$ cat config.mk
export PLATFORM = sky130hd
export DESIGN_NAME = hazard_scheduler
export DESIGN_NICKNAME = d
export VERILOG_FILES = /design/src/rtl/core_pkg.sv /design/src/rtl/hazard_stage_tracker.sv /design/src/rtl/hazard_scheduler.sv
export SDC_FILE = /design/constraint.sdc
export NUM_CORES = 1
export LEC_CHECK = 0
export ABC_AREA = 1
export CORE_MARGIN = 2
export CORE_UTILIZATION = 49
export CTS_CLUSTER_DIAMETER = 200
export DETAILED_ROUTE_END_ITERATION = 6
export GPL_TIMING_DRIVEN = 0
export HOLD_SLACK_MARGIN = 0.08
export PLACE_DENSITY_LB_ADDON = 0.08
export SYNTH_ARGS = -nofsm -noshare
export SYNTH_HDL_FRONTEND = slang
export SYNTH_SLANG_ARGS = --single-unit
$ cat constraint.sdc
create_clock -name iClk -period 1.9 [get_ports iClk]
set_clock_uncertainty 0.2 [all_clocks]
set_input_delay 0.19 -clock iClk [delete_from_list [all_inputs] [get_ports iClk]]
set_output_delay 0.19 -clock iClk [all_outputs]
set_load 0.01 [all_outputs]
$ cat src/rtl/core_pkg.sv
// Shared pipeline types for the 5-stage core: forwarding selects, stage tags
// and the helpers the hazard logic uses to pick an operand source.
package core_pkg;

  localparam int REG_AW = 5;

  typedef enum logic [1:0] {
    FWD_REG = 2'b00,
    FWD_WB  = 2'b01,
    FWD_MEM = 2'b10
  } fwd_sel_e;

  typedef struct packed {
    logic              valid;
    logic [REG_AW-1:0] rd;
    logic [REG_AW-1:0] rs1;
    logic [REG_AW-1:0] rs2;
    logic              regwrite;
    logic              isload;
  } stage_tag_t;

  // x0 is hardwired to zero, so a write to it must never be forwarded.
  function automatic logic can_forward(input logic              valid,
                                       input logic              regwrite,
                                       input logic [REG_AW-1:0] rd,
                                       input logic [REG_AW-1:0] src);
    return valid && regwrite && (rd != '0) && (rd == src);
  endfunction

  function automatic fwd_sel_e fwd_select(input logic m_hit, input logic w_hit);
    if (m_hit) return FWD_MEM;
    if (w_hit) return FWD_WB;
    return FWD_REG;
  endfunction

endpackage

$ cat src/rtl/hazard_stage_tracker.sv
// Shadow copy of the E/M/W stage tags; holds while memory is busy and takes a
// bubble into E when the decode instruction is squashed.
module hazard_stage_tracker
  import core_pkg::*;
(
  input  logic       clock,
  input  logic       reset,
  input  logic       hold,
  input  logic       bubble,
  input  stage_tag_t d_tag,
  output stage_tag_t e_tag,
  output stage_tag_t m_tag,
  output stage_tag_t w_tag
);

  always_ff @(posedge clock) begin
    if (reset) begin
      e_tag <= '0;
      m_tag <= '0;
      w_tag <= '0;
    end else if (!hold) begin
      if (bubble) e_tag <= '0;
      else        e_tag <= d_tag;
      m_tag <= e_tag;
      w_tag <= m_tag;
    end
  end

endmodule

$ cat src/rtl/hazard_scheduler.sv
// Hazard controller for the F/D/E/M/W core: stall/flush priority, operand
// forwarding selects, stall-cycle counter and a sticky memory-timeout flag.
module hazard_scheduler #(
  parameter int REG_AW      = 5,
  parameter int CNT_W       = 32,
  parameter int MEM_TIMEOUT = 255
) (
  input  logic              iClk,
  input  logic              iRst,
  input  logic              iIdValid,
  input  logic [REG_AW-1:0] iIdRs1,
  input  logic [REG_AW-1:0] iIdRs2,
  input  logic              iIdUsesRs1,
  input  logic              iIdUsesRs2,
  input  logic [REG_AW-1:0] iIdRd,
  input  logic              iIdRegWrite,
  input  logic              iIdIsLoad,
  input  logic              iExPCSrc,
  input  logic              iMemBusy,
  output logic              oStallF,
  output logic              oStallD,
  output logic              oStallE,
  output logic              oStallM,
  output logic              oFlushD,
  output logic              oFlushE,
  output logic [1:0]        oFwdA,
  output logic [1:0]        oFwdB,
  output logic [CNT_W-1:0]  oStallCount,
  output logic              oMemTimeout
);
  import core_pkg::*;

  localparam int TW = $clog2(MEM_TIMEOUT + 1);

  stage_tag_t    d_tag, e_tag, m_tag, w_tag;
  logic          load_use;
  logic [TW-1:0] busy_run, busy_next;
  logic          unused_tag_bits;

  always_comb begin
    d_tag          = '0;
    d_tag.valid    = iIdValid;
    d_tag.rd       = iIdRd;
    d_tag.rs1      = iIdRs1;
    d_tag.rs2      = iIdRs2;
    d_tag.regwrite = iIdRegWrite;
    d_tag.isload   = iIdIsLoad;
  end

  hazard_stage_tracker u_tracker (
    .clock  (iClk),
    .reset  (iRst),
    .hold   (iMemBusy),
    .bubble (oFlushE),
    .d_tag  (d_tag),
    .e_tag  (e_tag),
    .m_tag  (m_tag),
    .w_tag  (w_tag)
  );

  // Some tag fields only ride along to later stages and are never inspected here.
  assign unused_tag_bits = ^{e_tag, m_tag, w_tag};

  assign load_use = e_tag.valid && e_tag.isload && (e_tag.rd != '0) &&
                    ((iIdUsesRs1 && (iIdRs1 == e_tag.rd)) ||
                     (iIdUsesRs2 && (iIdRs2 == e_tag.rd)));

  // Reset masks everything; a memory freeze defers branch and load-use handling.
  always_comb begin
    oStallF = 1'b0;
    oStallD = 1'b0;
    oStallE = 1'b0;
    oStallM = 1'b0;
    oFlushD = 1'b0;
    oFlushE = 1'b0;
    oFwdA   = FWD_REG;
    oFwdB   = FWD_REG;
    if (!iRst) begin
      if (iMemBusy) begin
        oStallF = 1'b1;
        oStallD = 1'b1;
        oStallE = 1'b1;
        oStallM = 1'b1;
      end else if (iExPCSrc) begin
        oFlushD = 1'b1;
        oFlushE = 1'b1;
      end else if (load_use) begin
        oStallF = 1'b1;
        oStallD = 1'b1;
        oFlushE = 1'b1;
      end
      oFwdA = fwd_select(can_forward(m_tag.valid, m_tag.regwrite, m_tag.rd, e_tag.rs1),
                         can_forward(w_tag.valid, w_tag.regwrite, w_tag.rd, e_tag.rs1));
      oFwdB = fwd_select(can_forward(m_tag.valid, m_tag.regwrite, m_tag.rd, e_tag.rs2),
                         can_forward(w_tag.valid, w_tag.regwrite, w_tag.rd, e_tag.rs2));
    end
  end

  assign busy_next = (busy_run == TW'(MEM_TIMEOUT)) ? busy_run : busy_run + TW'(1);

  always_ff @(posedge iClk) begin
    if (iRst) begin
      oStallCount <= '0;
      busy_run    <= '0;
      oMemTimeout <= 1'b0;
    end else begin
      if (oStallF && (oStallCount != '1)) oStallCount <= oStallCount + CNT_W'(1);
      if (iMemBusy) begin
        busy_run <= busy_next;
        if (busy_next == TW'(MEM_TIMEOUT)) oMemTimeout <= 1'b1;
      end else begin
        busy_run <= '0;
      end
    end
  end

endmodule

== Yosys cells after proc, flatten, opt, wreduce, memory -nomap -nowiden ==
Cells that the tools add are included.
Widths: inputs -> output; s select.

* Add/sub/neg operators: 2
* Equality and inequality tests: 9
* Mux-type cells: 34
* Bitwise logic cells: 1
* Reductions and logical operators: 20

{| class="wikitable"
|+ Operator list
! cell !! number
|-
| $add 32x1->32 const B || 1
|-
| $ne 32x32->1 const B || 1
|-
| $eq 5x5->1 || 6
|-
| $mux 1 || 22
|-
| $mux 2 || 10
|-
| $mux 18 || 1
|-
| $eq 8x8->1 const B || 2
|-
| $reduce_bool 5->1 || 3
|-
| $logic_and 1x1->1 || 14
|-
| $add 8x1->8 const B || 1
|-
| $mux 8 || 1
|-
| $reduce_and 2->1 || 1
|-
| $reduce_or 2->1 || 1
|-
| $logic_or 1x1->1 || 1
|-
| $not 1->1 || 1
|}

* Flip-flop bits (word level): 73
* Output and inout bits: 43
* Logic and storage cells: 81

== Logic depth before layout (Yosys ltp) ==
* Word-level depth: 10
* Mapped depth: 13

== Hierarchy ==
Synthesis repeated with hierarchy kept, for this count alone.

* Cell total of the unflattened synthesis: 763
* Area, all modules: 5031.1 sq um

{| class="wikitable"
|+ Modules (own cells, without submodules)
! module !! instances !! cells an instance !! area an instance (sq um) !! seq. area each (sq um)
|-
| hazard_scheduler || 1 || 529 || 3154.3 || 820.8
|-
| hazard_stage_tracker || 1 || 234 || 1876.8 || 1081.0
|}

== Worst setup path before layout ==
Ideal clock, no wire load.

* Path type: register to register
* Start point: register oStallCount[0]
* End point: register oStallCount[17]
* Setup time: 0.115 ns
* Data arrival time: 1.626 ns
* Path slack: -0.041 ns
* Cell stages (with the launch flop): 12
* Clock period less this slack: 1.941 ns
* Cell sequence: dfxtp_1 ha_1 nand3_2 inv_2 nand3_4 nor2_4 nand3_4 buf_6 nand2_2 inv_2 a21oi_1 nor2_1

* Cells in the longest elaborated chain, start to end: 2
* Elaborated cells on any way between the ends: 3
* Classes of those cells: add/sub (1); eq/ne (1); reduce/logical (1)

{| class="wikitable"
|+ Ends and longest elaborated chain
! what !! line !! source
|-
| start: declaration || hazard_scheduler.sv:28 || <nowiki>output logic [CNT_W-1:0] oStallCount,</nowiki>
|-
| start signal: assignment || hazard_scheduler.sv:107 || <nowiki>if (oStallF && (oStallCount != '1)) oStallCount <= oStallCount + CNT_W'(1);</nowiki>
|-
| parallel branches: the longest is 2 deep, another holds $add 32x1->32 || - ||
|}

Several ways; the timed one is not identified.
A chain may end at the register's enable or synchronous reset.

== Worst setup path after layout ==
* Start point: input port iIdRs2[0]
* End point: output port oStallF

* Cells in the longest elaborated chain, start to end: 8

{| class="wikitable"
|+ Ends and longest elaborated chain
! what !! line !! source
|-
| start: declaration || hazard_scheduler.sv:12 || <nowiki>input logic [REG_AW-1:0] iIdRs2,</nowiki>
|-
| $eq 5x5->1 || hazard_scheduler.sv:66 || <nowiki>(iIdUsesRs2 && (iIdRs2 == e_tag.rd)));</nowiki>
|-
| $logic_and 1x1->1 || hazard_scheduler.sv:66 ||
|-
| $logic_or 1x1->1 || hazard_scheduler.sv:65 || <nowiki>((iIdUsesRs1 && (iIdRs1 == e_tag.rd)) ||</nowiki>
|-
| $logic_and 1x1->1 || hazard_scheduler.sv:64 || <nowiki>assign load_use = e_tag.valid && e_tag.isload && (e_tag.rd != '0) &&</nowiki>
|-
| $mux 1 || hazard_scheduler.sv:87 || <nowiki>end else if (load_use) begin</nowiki>
|-
| $mux 1 || hazard_scheduler.sv:84 || <nowiki>end else if (iExPCSrc) begin</nowiki>
|-
| $mux 1 || hazard_scheduler.sv:79 || <nowiki>if (iMemBusy) begin</nowiki>
|-
| $mux 1 || hazard_scheduler.sv:78 || <nowiki>if (!iRst) begin</nowiki>
|-
| end: declaration || hazard_scheduler.sv:20 || <nowiki>output logic oStallF,</nowiki>
|}

No other way between the ends.

==> results.py <==
metrics = {
    "status": {
        "status": "finished with violations",
        "violations": "negative setup slack",
    },
    "critical_path": {
        "crit_chain": "clkdlybuf4s50_1 > inv_1 > nand2_1 > nand2_2 > nor2_2 > nand3_1 > nand2_2 > nand3_2 > nand2_4 > buf_6 > buf_6 > buf_6",
        "critPathBufInv": 5,
        "critPathArrivalTime_ps": 1680,
        "r2r_start": "u_tracker.e_tag[12]",
        "critPathMostFrequentCell": "buf_6",
        "crit_required_ps": 1510,
        "crit_start": "iIdRs2[0]",
        "path_delay_family": "buffers and inverters",
        "worst_path_largest_cell_delay_ps": 520,
        "endpoint_kind": "output pin",
        "path_depth": 12,
        "reg2regPathDepth": 14,
        "reg2reg_slack_ps": -80,
        "endpoint": "oStallF",
        "worstSetupPathType": "in2out",
        "crit_slowest_cell": "clkdlybuf4s50_1",
        "worstSetupStartpointType": "input port",
        "r2r-end": "oStallCount[9]",
        "worstPathMaxFanout": 3,
    },
    "sta": {
        "fin_crit_ps": 2070,
        "finalCritPeriodShare_pct": 109,
        "rsz0062_at_grt": "true",
        "slew_viol_final": 0,
        "fin_ws_ps": -173,
        "hold_viol": 0,
        "fmax_mhz": 482,
        "tightest_slew_ps": 534,
        "slew_headroom_pct": 64.3,
        "finalSetupViolCount": 37,
    },
    "drt": {
        "drtIter0Drc": 259,
        "vias": 4587,
        "drc": 0,
        "wirelength_mm": 12.6,
        "viasPerCell": 5.45,
        "ant_nets": 0,
        "first_pass_iters": 5,
        "wire_per_inst_um": 15.0,
    },
    "synthesis": {
        "synth_compound_area_share_pct": 10.4,
        "yosys.area.top_type": "dfxtp_1",
        "synthArstFlopShare_pct": 0,
        "netlist_top_cells_area": "dfxtp_1 (35%), nand2_1 (15%), nand3_1 (6.9%), inv_1 (6.2%), nor2_1 (5.4%)",
        "synth_fa_ha_area_share_pct": 0.605,
        "synth-simple-area-share_pct": 37.5,
        "avgSynthCellArea_um2": 6.72,
        "synth_top_family_by_area": "simple AND/OR/NAND/NOR gates",
        "synth.most_common_cell": "nand2_1",
        "synthDistinctLibCells": 33,
        "ys_seq_elements": 73,
        "seq_area_frac_synth_pct": 35.4,
        "yosysWarnings": 0,
        "netlist_area_mm2": 0.00413,
        "ys.flop_type": "dfxtp_1",
        "syn_nets": 641,
        "yosys-top-cells-count": "nand2_1 (166), dfxtp_1 (73), inv_1 (68)",
        "yosys-mux-area-fraction_pct": 0,
        "synth_edf_count": 0,
        "synth_cells": 615,
        "synth_top_area_share_pct": 35.4,
        "synth_xor_area_share_pct": 6.78,
    },
    "power_and_ir_drop": {
        "p_total_w": 0.00346,
        "p_per_area_mw_per_mm2": 584,
        "irDropWorstVdd_v": 0.000427,
        "p_leak_nw": 2.41,
    },
    "final_layout": {
        "post_route_cells_drive_above_1_share_pct": 27.9,
        "regArea_mm2": 0.00153,
        "multiInputGateArea_mm2": 0.00255,
        "syn_to_final_growth_pct": 43.6,
        "fin_util_pct": 72.2,
        "final_nets": 757,
        "diodes": 0,
        "nFillCells": 623,
    },
    "clock_tree": {
        "cts_tree": "yes",
        "htreeDepth": 3,
        "clockBufferDepth": 2,
        "cts_made_buffers": 9,
        "hold_buffers": 0,
        "cts_sinks": 73,
        "insertion_delay_ps": 360,
        "root_buffer": "clkbuf_8",
        "clk_pin_slew_ps": 80,
    },
    "worst_hold_path": {
        "min_path_type": "in2reg",
    },
    "placed_design": {
        "place.gp.congestion": 0.908,
        "io_buffers": 65,
        "dp_hpwl_mm": 8.34,
    },
    "grt": {
        "overflow": 0,
        "grtUsageTotal_pct": 26.4,
        "grt_pass1_wl_mm": 19.0,
        "antenna_found_initial": 0,
        "grt_max_degree": 16,
        "grt_pass1_vias": 4089,
    },
    "run": {
        "cap_violations": 0,
    },
    "floorplan": {
        "num_io_pins": 67,
        "core_region_area_mm2": 0.00822,
        "rows": 33,
        "dieArea_mm2": 0.00919,
        "start_util_pct": 50.3,
        "die_h_um": 95.9,
        "die_width_um": 95.9,
    },
}
## cells by family after synthesis
logic type      count (synthesis)
simple gates                  335
flops                          73
fa+ha+maj                       2
xor+xnor                       32
compound gates                 79
buf+inv                        94
## worst min-delay path by stage
| stage | start | end | cells past startpoint |
|---|---|---|---|
| 6_report | iIdIsLoad | u_tracker.e_tag[0] | 3 |
| 3_3_place_gp | oMemTimeout | oMemTimeout | 2 |
| 4_1_cts | iIdIsLoad | u_tracker.e_tag[0] | 3 |
| 5_1_grt | iIdIsLoad | u_tracker.e_tag[0] | 3 |
| 2_1_floorplan | iIdIsLoad | u_tracker.e_tag[0] | 2 |
| 3_5_place_dp | oMemTimeout | oMemTimeout | 2 |
## cell type report
class                           instances  share of cell area, %
Multi-Input combinational cell        448                   42.9
Sequential cell                        73                   25.8
Timing Repair Buffer                  107                   17.2
Inverter                               72                   4.76
Buffer                                 20                   2.99
Tap cell                              105                   2.21
Clock buffer                           10                   2.15
Clock inverter                          6                   1.94
## repair_timing
action / CTS / global route
setup endpoints to repair: 44 / 45
cloned: 0 / 3
buffers inserted: 20 / 19
pin swaps: 10 / 25
resized for setup: 96 / 96
## sequential cells by signal (all words and copies together) (netlist names)
signal and flops:
oMemTimeout 1, oStallCount 32, u_tracker.e_tag 18, u_tracker.w_tag 7, busy_run 8, u_tracker.m_tag 7
## stage by stage
| stage | hold slack (ps) | std cells | setup TNS [ps] | instance area, um2 | setup WS [ps] |
|---|---|---|---|---|---|
| 5_1_grt | 201 | 841 | -7510 | 5940 | -267 |
| 4_1_cts | 186 | 820 | -428 | 5460 | -189 |
| 6_report | 188 | 841 | -2730 | 5940 | -173 |
| 3_5_place_dp | 250 | 785 | -15920 | 4920 | -799 |
| 3_3_place_gp | 246 | 785 | -15280 | 4920 | -791 |
| 2_1_floorplan | 121 | 615 | 0 | 4140 | 55.2 |
## routing by layer
| layer | wire length [um] | vias up | GRT usage (%) |
|---|---|---|---|
| li1 | - | 2222 | - |
| met1 | 5080 | 2115 | 30.8 |
| met2 | 6380 | 204 | 47.4 |
| met3 | 689 | 46 | 3.60 |
| met4 | 479 | 0 | 12.4 |
| met5 | 0 | - | 0 |
## tightest hold or removal path: cells and delay by family
kind	cells	cell delay, ps
AND/OR/NAND/NOR	2	110
buffers and inverters	1	400
## power breakdown
part           switching [W]  internal [W]  leakage [nW]
Sequential         0.0000293       0.00155         0.613
Clock               0.000632      0.000880         0.117
Combinational       0.000191      0.000185          1.68
## placed cells by master (no fill, tap or decap), drive strengths merged, types with 3 or more instances in the layout
cell             n
a21oi           40
and3             3
buf             58
bufinv           3
clkbuf          21
clkdlybuf4s50   55
dfxtp           73
dlygate4sd2      3
inv             73
nand2          169
nand3           64
nand3b           6
nand4           12
nor2            68
nor3            12
o21ai           19
o22ai           17
xnor2            9
xor2            23
(Power assumes the default switching activity.)
